`src/rtl/seg_arb_pkg.sv`:
```
// Shared types and helpers for the six-digit display arbiter.
// Holds the source count and widths, the state set, and the round-robin search.
package seg_arb_pkg;

  localparam int NUM_REQ = 3;
  localparam int DATA_W  = 20;
  localparam int POINT_W = 6;
  localparam int CNT_W   = 26;

  typedef enum logic [1:0] {IDLE = 2'd0, OWN = 2'd1, GAP = 2'd2} state_t;

  typedef struct packed {
    logic       hit;
    logic [1:0] idx;
  } rr_pick_t;

  // Search ptr+1, ptr+2, ptr (mod 3), so the last owner is tried last.
  function automatic rr_pick_t rr_next(input logic [NUM_REQ-1:0] req,
                                       input logic [1:0] ptr);
    rr_pick_t   r;
    logic [1:0] i;
    r = '0;
    for (int k = 1; k <= NUM_REQ; k++) begin
      i = 2'((int'(ptr) + k) % NUM_REQ);
      if (!r.hit && req[i]) begin
        r.hit = 1'b1;
        r.idx = i;
      end
    end
    return r;
  endfunction

endpackage

```
`src/rtl/seg_rr_pick.sv`:
```
// Combinational 3-way round-robin picker.
// Returns the first asserted request after rr_ptr, wrapping back to rr_ptr itself.
module seg_rr_pick
  import seg_arb_pkg::*;
(
  input  logic [NUM_REQ-1:0] req,
  input  logic [1:0]         rr_ptr,
  output logic               hit,
  output logic [1:0]         idx
);

  rr_pick_t pick;

  always_comb begin
    pick = rr_next(req, rr_ptr);
    hit  = pick.hit;
    idx  = pick.idx;
  end

endmodule

```
`src/rtl/seg_disp_arbiter.sv`:
```
// Round-robin owner of a shared seg_595_dynamic driver with a minimum hold time
// and a blank gap between owners, so one source's digits never ghost into the next.
module seg_disp_arbiter
  import seg_arb_pkg::*;
#(
  parameter logic [CNT_W-1:0] HOLD_MAX = 26'd49_999_999,
  parameter logic [CNT_W-1:0] GAP_MAX  = 26'd4_999
) (
  input  logic                        sys_clk,
  input  logic                        sys_rst,
  input  logic [NUM_REQ-1:0]          req,
  input  logic [NUM_REQ*DATA_W-1:0]   data_in,
  input  logic [NUM_REQ*POINT_W-1:0]  point_in,
  input  logic [NUM_REQ-1:0]          sign_in,
  output logic [NUM_REQ-1:0]          gnt,
  output logic [1:0]                  owner_id,
  output logic [DATA_W-1:0]           data,
  output logic [POINT_W-1:0]          point,
  output logic                        sign,
  output logic                        seg_en
);

  localparam logic [1:0] S_IDLE = IDLE;
  localparam logic [1:0] S_OWN  = OWN;
  localparam logic [1:0] S_GAP  = GAP;

  logic [1:0]       state, state_nx;
  logic [1:0]       owner, owner_nx;
  logic [1:0]       rr_ptr, rr_ptr_nx;
  logic [CNT_W-1:0] cnt, cnt_max;

  logic                              hit;
  logic [1:0]                        idx;
  logic [NUM_REQ-1:0]                own_mask;
  logic                              owner_req, other_req;
  logic [NUM_REQ-1:0][DATA_W-1:0]    data_v;
  logic [NUM_REQ-1:0][POINT_W-1:0]   point_v;

  assign data_v  = data_in;
  assign point_v = point_in;

  seg_rr_pick u_pick (
    .req    (req),
    .rr_ptr (rr_ptr),
    .hit    (hit),
    .idx    (idx)
  );

  assign own_mask  = NUM_REQ'(3'b001 << owner);
  assign owner_req = |(req & own_mask);
  assign other_req = |(req & ~own_mask);

  always_comb begin
    state_nx  = state;
    owner_nx  = owner;
    rr_ptr_nx = rr_ptr;
    case (state)
      S_IDLE: begin
        if (hit) begin
          state_nx  = S_OWN;
          owner_nx  = idx;
          rr_ptr_nx = idx;
        end
      end
      S_OWN: begin
        // A dropped owner request wins over the hold timer.
        if (!owner_req)
          state_nx = other_req ? S_GAP : S_IDLE;
        else if (cnt == HOLD_MAX && other_req)
          state_nx = S_GAP;
      end
      S_GAP: begin
        if (cnt == GAP_MAX) begin
          if (hit) begin
            state_nx  = S_OWN;
            owner_nx  = idx;
            rr_ptr_nx = idx;
          end else begin
            state_nx = S_IDLE;
          end
        end
      end
      default: state_nx = S_IDLE;
    endcase
  end

  assign cnt_max = (state == S_OWN) ? HOLD_MAX : GAP_MAX;

  always_ff @(posedge sys_clk) begin
    if (sys_rst) begin
      state  <= S_IDLE;
      owner  <= 2'd0;
      rr_ptr <= 2'd2;
      cnt    <= '0;
    end else begin
      state  <= state_nx;
      owner  <= owner_nx;
      rr_ptr <= rr_ptr_nx;
      if (state_nx != state || state == S_IDLE)
        cnt <= '0;
      else if (cnt != cnt_max)
        cnt <= cnt + 1'b1;
    end
  end

  // Display outputs lag the state by one cycle, so they blank one cycle after gnt drops.
  always_ff @(posedge sys_clk) begin
    if (sys_rst || state != S_OWN) begin
      data   <= '0;
      point  <= '0;
      sign   <= 1'b0;
      seg_en <= 1'b0;
    end else begin
      data   <= data_v[owner];
      point  <= point_v[owner];
      sign   <= sign_in[owner];
      seg_en <= 1'b1;
    end
  end

  assign gnt      = (state == S_OWN) ? own_mask : '0;
  assign owner_id = (state == S_OWN) ? owner : 2'd0;

endmodule

```
`config.mk`:
```
export PLATFORM = sky130hd
export DESIGN_NAME = seg_disp_arbiter
export DESIGN_NICKNAME = d
export VERILOG_FILES = /design/src/rtl/seg_arb_pkg.sv /design/src/rtl/seg_rr_pick.sv /design/src/rtl/seg_disp_arbiter.sv
export SDC_FILE = /design/constraint.sdc
export NUM_CORES = 1
export LEC_CHECK = 0
export CORE_MARGIN = 2
export CORE_UTILIZATION = 30
export DETAILED_ROUTE_END_ITERATION = 12
export SYNTH_ARGS = -nofsm -noshare
export SYNTH_HDL_FRONTEND = slang
export SYNTH_HIERARCHICAL = 1
export SYNTH_SLANG_ARGS = --single-unit
```
`constraint.sdc`:
```
create_clock -name sys_clk -period 2.3 [get_ports sys_clk]
set_input_delay 0.23 -clock sys_clk [delete_from_list [all_inputs] [get_ports sys_clk]]
set_output_delay 0.23 -clock sys_clk [all_outputs]
set_load 0.005 [all_outputs]
```
---- Yosys cells after proc, flatten, opt, wreduce, memory -nomap -nowiden ----
Index checks and enable logic that the tools add are counted.
storage, ports and cells
  latch bits .............................. 0
  word-level logic and storage cells ...... 76
  memory bits (writable) .................. 0
  bits in registers ....................... 60
  output and inout port bits .............. 33
  ROM bits ................................ 0
  memories ................................ 0
  bits of input ports ..................... 86
cells by class
  add/sub/neg operators ................... 4
  equality and inequality tests ........... 8
  div/mod/pow operators ................... 3
  shifts and indexed selects .............. 1
  multiply operators ...................... 0
  order comparisons ....................... 4
  reduce and logical (&&, ||, !) cells .... 13
  bitwise operators ....................... 3
  mux-type cells .......................... 32
operators by type and width
  cell                   count
  $mod 32x3->32 const B  3
  $bmux 20 s2            1
  $add 26x1->26 const B  1
  $eq 26x13->1 const B   1
  $eq 26x26->1 const B   1
  $mux 26                1
  $ne 26x26->1           1
  $mux 2                 10
  $mux 20                1
  $bmux 6 s2             1
  $lt 2x3->1 const B     4
  $mux 3                 4
  $bmux 1 s2             4
  $pmux 2 s2             2
  $add 2x2->3 const B    2
  $and 3x3->3            2
  $mux 1                 6
  $mux 6                 1
  $pmux 2 s3             1
  $reduce_or 3->1        2
  $add 2x1->3 const B    1
  $logic_and 1x1->1      3
  $not 3->3              1
  $shl 1x2->3 const A    1
  other kinds (11)       13

---- Depth between registers and ports, before layout ----
  depth after elaboration ................. 17
  gate-level depth with buffers ........... 8
  mapped depth without buffers ............ 8

---- Modules after synthesis ----
The synthesis kept the hierarchy.
modules (own cells, without submodules)
  module            cells an instance  area an instance (µm²)  sequential area each (µm²)  times used
  seg_disp_arbiter  348                3,017.9                 1,181.1                     1
  seg_rr_pick       19                 132.6                   0.0                         1

---- Worst setup path after synthesis ----
OpenSTA, ideal clock, no wires.
  path kind ............................... reg-to-reg
  start ................................... register cnt[7]
  end ..................................... register cnt[1]
  path slack .............................. 161 ps
  clock period less this slack ............ 2,139 ps
  buffers on the path ..................... 1
  required time ........................... 2,164 ps
  cell stages (with the launch flop) ...... 7
  setup time .............................. 136 ps
  arrival ................................. 2,003 ps
  cell sequence ........................... dfxtp_1 > or4b_1 > or4_1 > o32ai_2 > buf_6 > mux2i_1 > a211oi_2
between the ends
  cells in the longest elaborated chain, start to end .. 8
  elaborated cells on any way between the ends .. 11
  those cells by class .................... 4 x eq/ne; 4 x mux; 3 x reduce/logical
RTL lines
  item                              RTL line                 RTL
  start: declaration                seg_disp_arbiter.sv:30   logic [CNT_W-1:0] cnt, cnt_max;
  start signal: assignment          seg_disp_arbiter.sv:102  cnt <= cnt + 1'b1;
  $eq 26x26->1                      seg_disp_arbiter.sv:69   else if (cnt == HOLD_MAX && other_req)
  $logic_and 1x1->1                 seg_disp_arbiter.sv:69
  $mux 2                            seg_disp_arbiter.sv:69
  $mux 2                            seg_disp_arbiter.sv:67   if (!owner_req)
  $pmux 2 s3                        seg_disp_arbiter.sv:57   case (state)
  $ne 2x2->1                        seg_disp_arbiter.sv:99   if (state_nx != state || state == S_IDLE)
  $logic_or 1x1->1                  seg_disp_arbiter.sv:99
  $reduce_or 2->1 (no source line)  n/a
Parallel ways exist; a longest one is shown, timed or not.
A chain may end at the register's enable or synchronous reset.

---- Worst setup path after layout ----
  start ................................... register cnt[9]
  end ..................................... register cnt[1]
Same word-level chain as after synthesis.

==> flow_metrics.py <==
metrics = {
    "status": {
        "outcome": "finished, final reports clean",
    },
    "floorplanning": {
        "fp.dieW_um": 106,
        "core_area_um2": 10300,
        "pin_count": 119,
        "rows": 37,
        "fp.dieH_um": 106,
        "die-area_um2": 11300,
        "initial_core_util": 0.307,
    },
    "drt": {
        "drc": 0,
        "wl_mm": 9.70,
        "routedWlPerCell_um": 15.3,
        "first_pass_iters": 4,
        "drtIter0Drc": 203,
        "vias": 3238,
        "routed_via_density": 5.11,
        "ant_nets": 0,
    },
    "place": {
        "dp_hpwl_mm": 7.12,
        "gp_congestion": 0.837,
        "place_inst": 618,
        "port_buffers": 118,
    },
    "clock_tree": {
        "cts_buffer_depth": 2,
        "cts_tree": "done",
        "clk_latency_ps": 350,
        "post_cts_buffers": 0,
        "cts.clk_slew.worst_paths_ps": 70,
        "htreeDepth": 3,
        "root_buffer": "clkbuf_8",
        "clock_sinks": 59,
        "cts-buffers-inserted": 9,
    },
    "finish": {
        "drive_above_1_share": 0.120,
        "areaGrowthSynthToFinish_pct": 54.3,
        "nFillCells": 996,
        "postLayoutCoreUtil": 0.473,
        "stdcell_count": 634,
        "antenna_cells": 0,
        "regArea_um2": 1180,
        "nNetsFinal": 582,
        "multi_input_area_um2": 1830,
    },
    "global_route": {
        "grt_pass1_vias": 3062,
        "grt.total_usage": 0.173,
        "antenna_found_initial": 0,
        "grt.overflow.total": 0,
        "grt_pass1_wl_mm": 15.4,
        "grt_max_degree": 32,
    },
    "logic_synthesis": {
        "synth-xor-area-share": 0.0528,
        "syn_avg_cell_area_um2": 8.58,
        "yosysMostFrequentCell": "nor2_1",
        "ys.flop_type": "dfxtp_1",
        "synth_fa_ha_area_frac": 0.0155,
        "yosysTopAreaCellShare": 0.375,
        "synth-seq-area-share": 0.375,
        "ys_seq_elements": 59,
        "netlist_top_cells_area": "dfxtp_1 (37%), mux2i_1 (9.2%), nor2_1 (7.1%), a21oi_1 (5.2%), a211oi_1 (4.8%)",
        "synth-edff-count": 0,
        "muxShareOfSynthArea": 0.0957,
        "synthArstFlopShare": 0,
        "synth_compound_area_frac": 0.189,
        "syn_area_um2": 3150,
        "yosys.area_share.simple": 0.227,
        "syn-num-nets": 456,
        "synth_top_family_by_area": "simple AND/OR/NAND/NOR gates",
        "synth_top_cell_by_area": "dfxtp_1",
        "synthDistinctLibCells": 54,
        "ys_warn_count": 6,
        "syn-instance-count": 367,
        "synth_common_cells": "nor2_1 (60), dfxtp_1 (59), a21oi_1 (33)",
    },
    "sta": {
        "fin_crit_ps": 2130,
        "slew_violations": 0,
        "max_freq_ghz": 0.470,
        "finalSetupViolCount": 0,
        "layout_worst_path_cycle_share": 0.925,
        "hold_ws_ps": 474,
        "max_slew_margin": 0.599,
        "finalSetupTns_ps": 0,
        "grt_setup_unrepaired": "no",
        "finalHoldViolCount": 0,
        "tightest_slew_ps": 597,
        "finalClockSkew_ps": 5.90,
    },
    "power": {
        "cellPowerDensity_nw_per_um2": 764,
        "leakage_nw": 1.69,
        "ir_drop_mv": 0.360,
    },
    "critical_path": {
        "critPathKind": "flop to flop",
        "slowest_stage": "or4b_1",
        "cp_top_family": "simple AND/OR/NAND/NOR gates",
        "end_kind": "flop",
        "path_max_fanout": 13,
        "critical_path_arrival_ps": 2370,
        "crit_path_start_kind": "flop",
        "worstPathCellList": "or4b_1 > or4_1 > o32ai_2 > buf_6 > mux2i_1 > a211oi_2",
        "worstPathRequired_ps": 2540,
        "critical-path-max-stage-delay_ps": 490,
        "cp_num_buf_inv": 1,
    },
    "hold_path": {
        "holdCritPathClass": "primary input to flop",
    },
    "job": {
        "drv_cap": 0,
    },
}
## routing by layer
metal	GRT usage	wire length [µm]	vias up
li1	-	-	1588
met1	0.212	4090	1529
met2	0.282	4860	102
met3	0.0386	460	19
met4	0.0891	294	0
met5	0	0	-
## power by group
part / leakage, nW / switching [mW] / internal, mW
Sequential: 0.479 / 0.0554 / 1.12
Combinational: 1.08 / 0.603 / 0.610
Clock: 0.137 / 0.431 / 0.889
Total: 1.69 / 1.09 / 2.62
## tightest hold or removal path, stage by stage
cell             delay, ps
clkdlybuf4s50_1        400
a21oi_1                120
nor2_1                  40
## worst paths after layout
path | start | depth (start not counted) | slack, ps | endpoint
setup / recovery | cnt[9] | 6 | 170 | cnt[1]
hold / removal | data_in[57] | 3 | 470 | data[17]
setup reg to reg | cnt[9] | 6 | 170 | cnt[1]
hold reg to reg | owner[1] | 2 | 520 | owner[1]
## area by class of cell
| cell class | instances | share of cell area |
|---|---|---|
| multi-input cells | 278 | 0.377 |
| repair buffers | 137 | 0.282 |
| flip-flops and latches | 59 | 0.243 |
| well taps | 136 | 0.0350 |
| clock buffers | 12 | 0.0319 |
| clock inverters | 4 | 0.0247 |
| inverters | 8 | 0.00618 |
## timing repair
action	4_1_cts	5_1_grt
resized for setup	0	3
hold buffers	0	0
setup endpoints to repair	0	3
hold endpoints to repair	0	0
## layout by cell type, fill, tap and decap left out, types with 4 or more instances in the layout
| cell | Yosys | final |
|---|---|---|
| nand2_1 | 15 | 15 |
| mux2i_1 | 29 | 29 |
| inv_1 | 8 | 8 |
| nor4_1 | 5 | 5 |
| and3_1 | 6 | 6 |
| nor2_1 | 60 | 60 |
| a211oi_1 | 20 | 20 |
| buf_4 | 0 | 14 |
| clkdlybuf4s50_1 | 0 | 118 |
| o21ai_0 | 7 | 7 |
| nand4_1 | 14 | 14 |
| a21oi_1 | 33 | 33 |
| nand3_1 | 12 | 12 |
| dfxtp_1 | 59 | 58 |
| xnor2_1 | 4 | 4 |
| nor3_1 | 6 | 6 |
| clkbuf_8 | 1 | 11 |
| xor2_1 | 15 | 15 |
| a221oi_2 | 5 | 5 |
| bufinv_16 | 0 | 4 |
## through the flow
stage | worst slack, ps | total power, mW | area, µm²
after global placement | 182 | 2.40 | 4580
final | 172 | 3.71 | 4860
after floorplan | 161 | 1.88 | 3150
after global routing | 43.5 | 3.92 | 4860
after detailed placement | 170 | 2.41 | 4580
after CTS | 16.9 | 3.75 | 4850
## state kept, by name, summed over array words and instances, names as in the netlist
signal and flops:
seg_en 1, sign 1, owner 1, data 20
state 2, rr_ptr 2, cnt 26, point 6
## cell families (layout without fill, tap and decap cells)
logic type | count (synthesis) | in the layout
AND/OR/NAND/NOR | 142 | 142
AO/OA/AOI/OAI | 83 | 83
flip-flops | 59 | 59
multiplexers | 30 | 30
buffers and inverters | 30 | 161
XOR/XNOR | 19 | 19
adder cells (fa/ha/maj) | 4 | 4
Note: power is estimated with default switching activity, not from simulation.
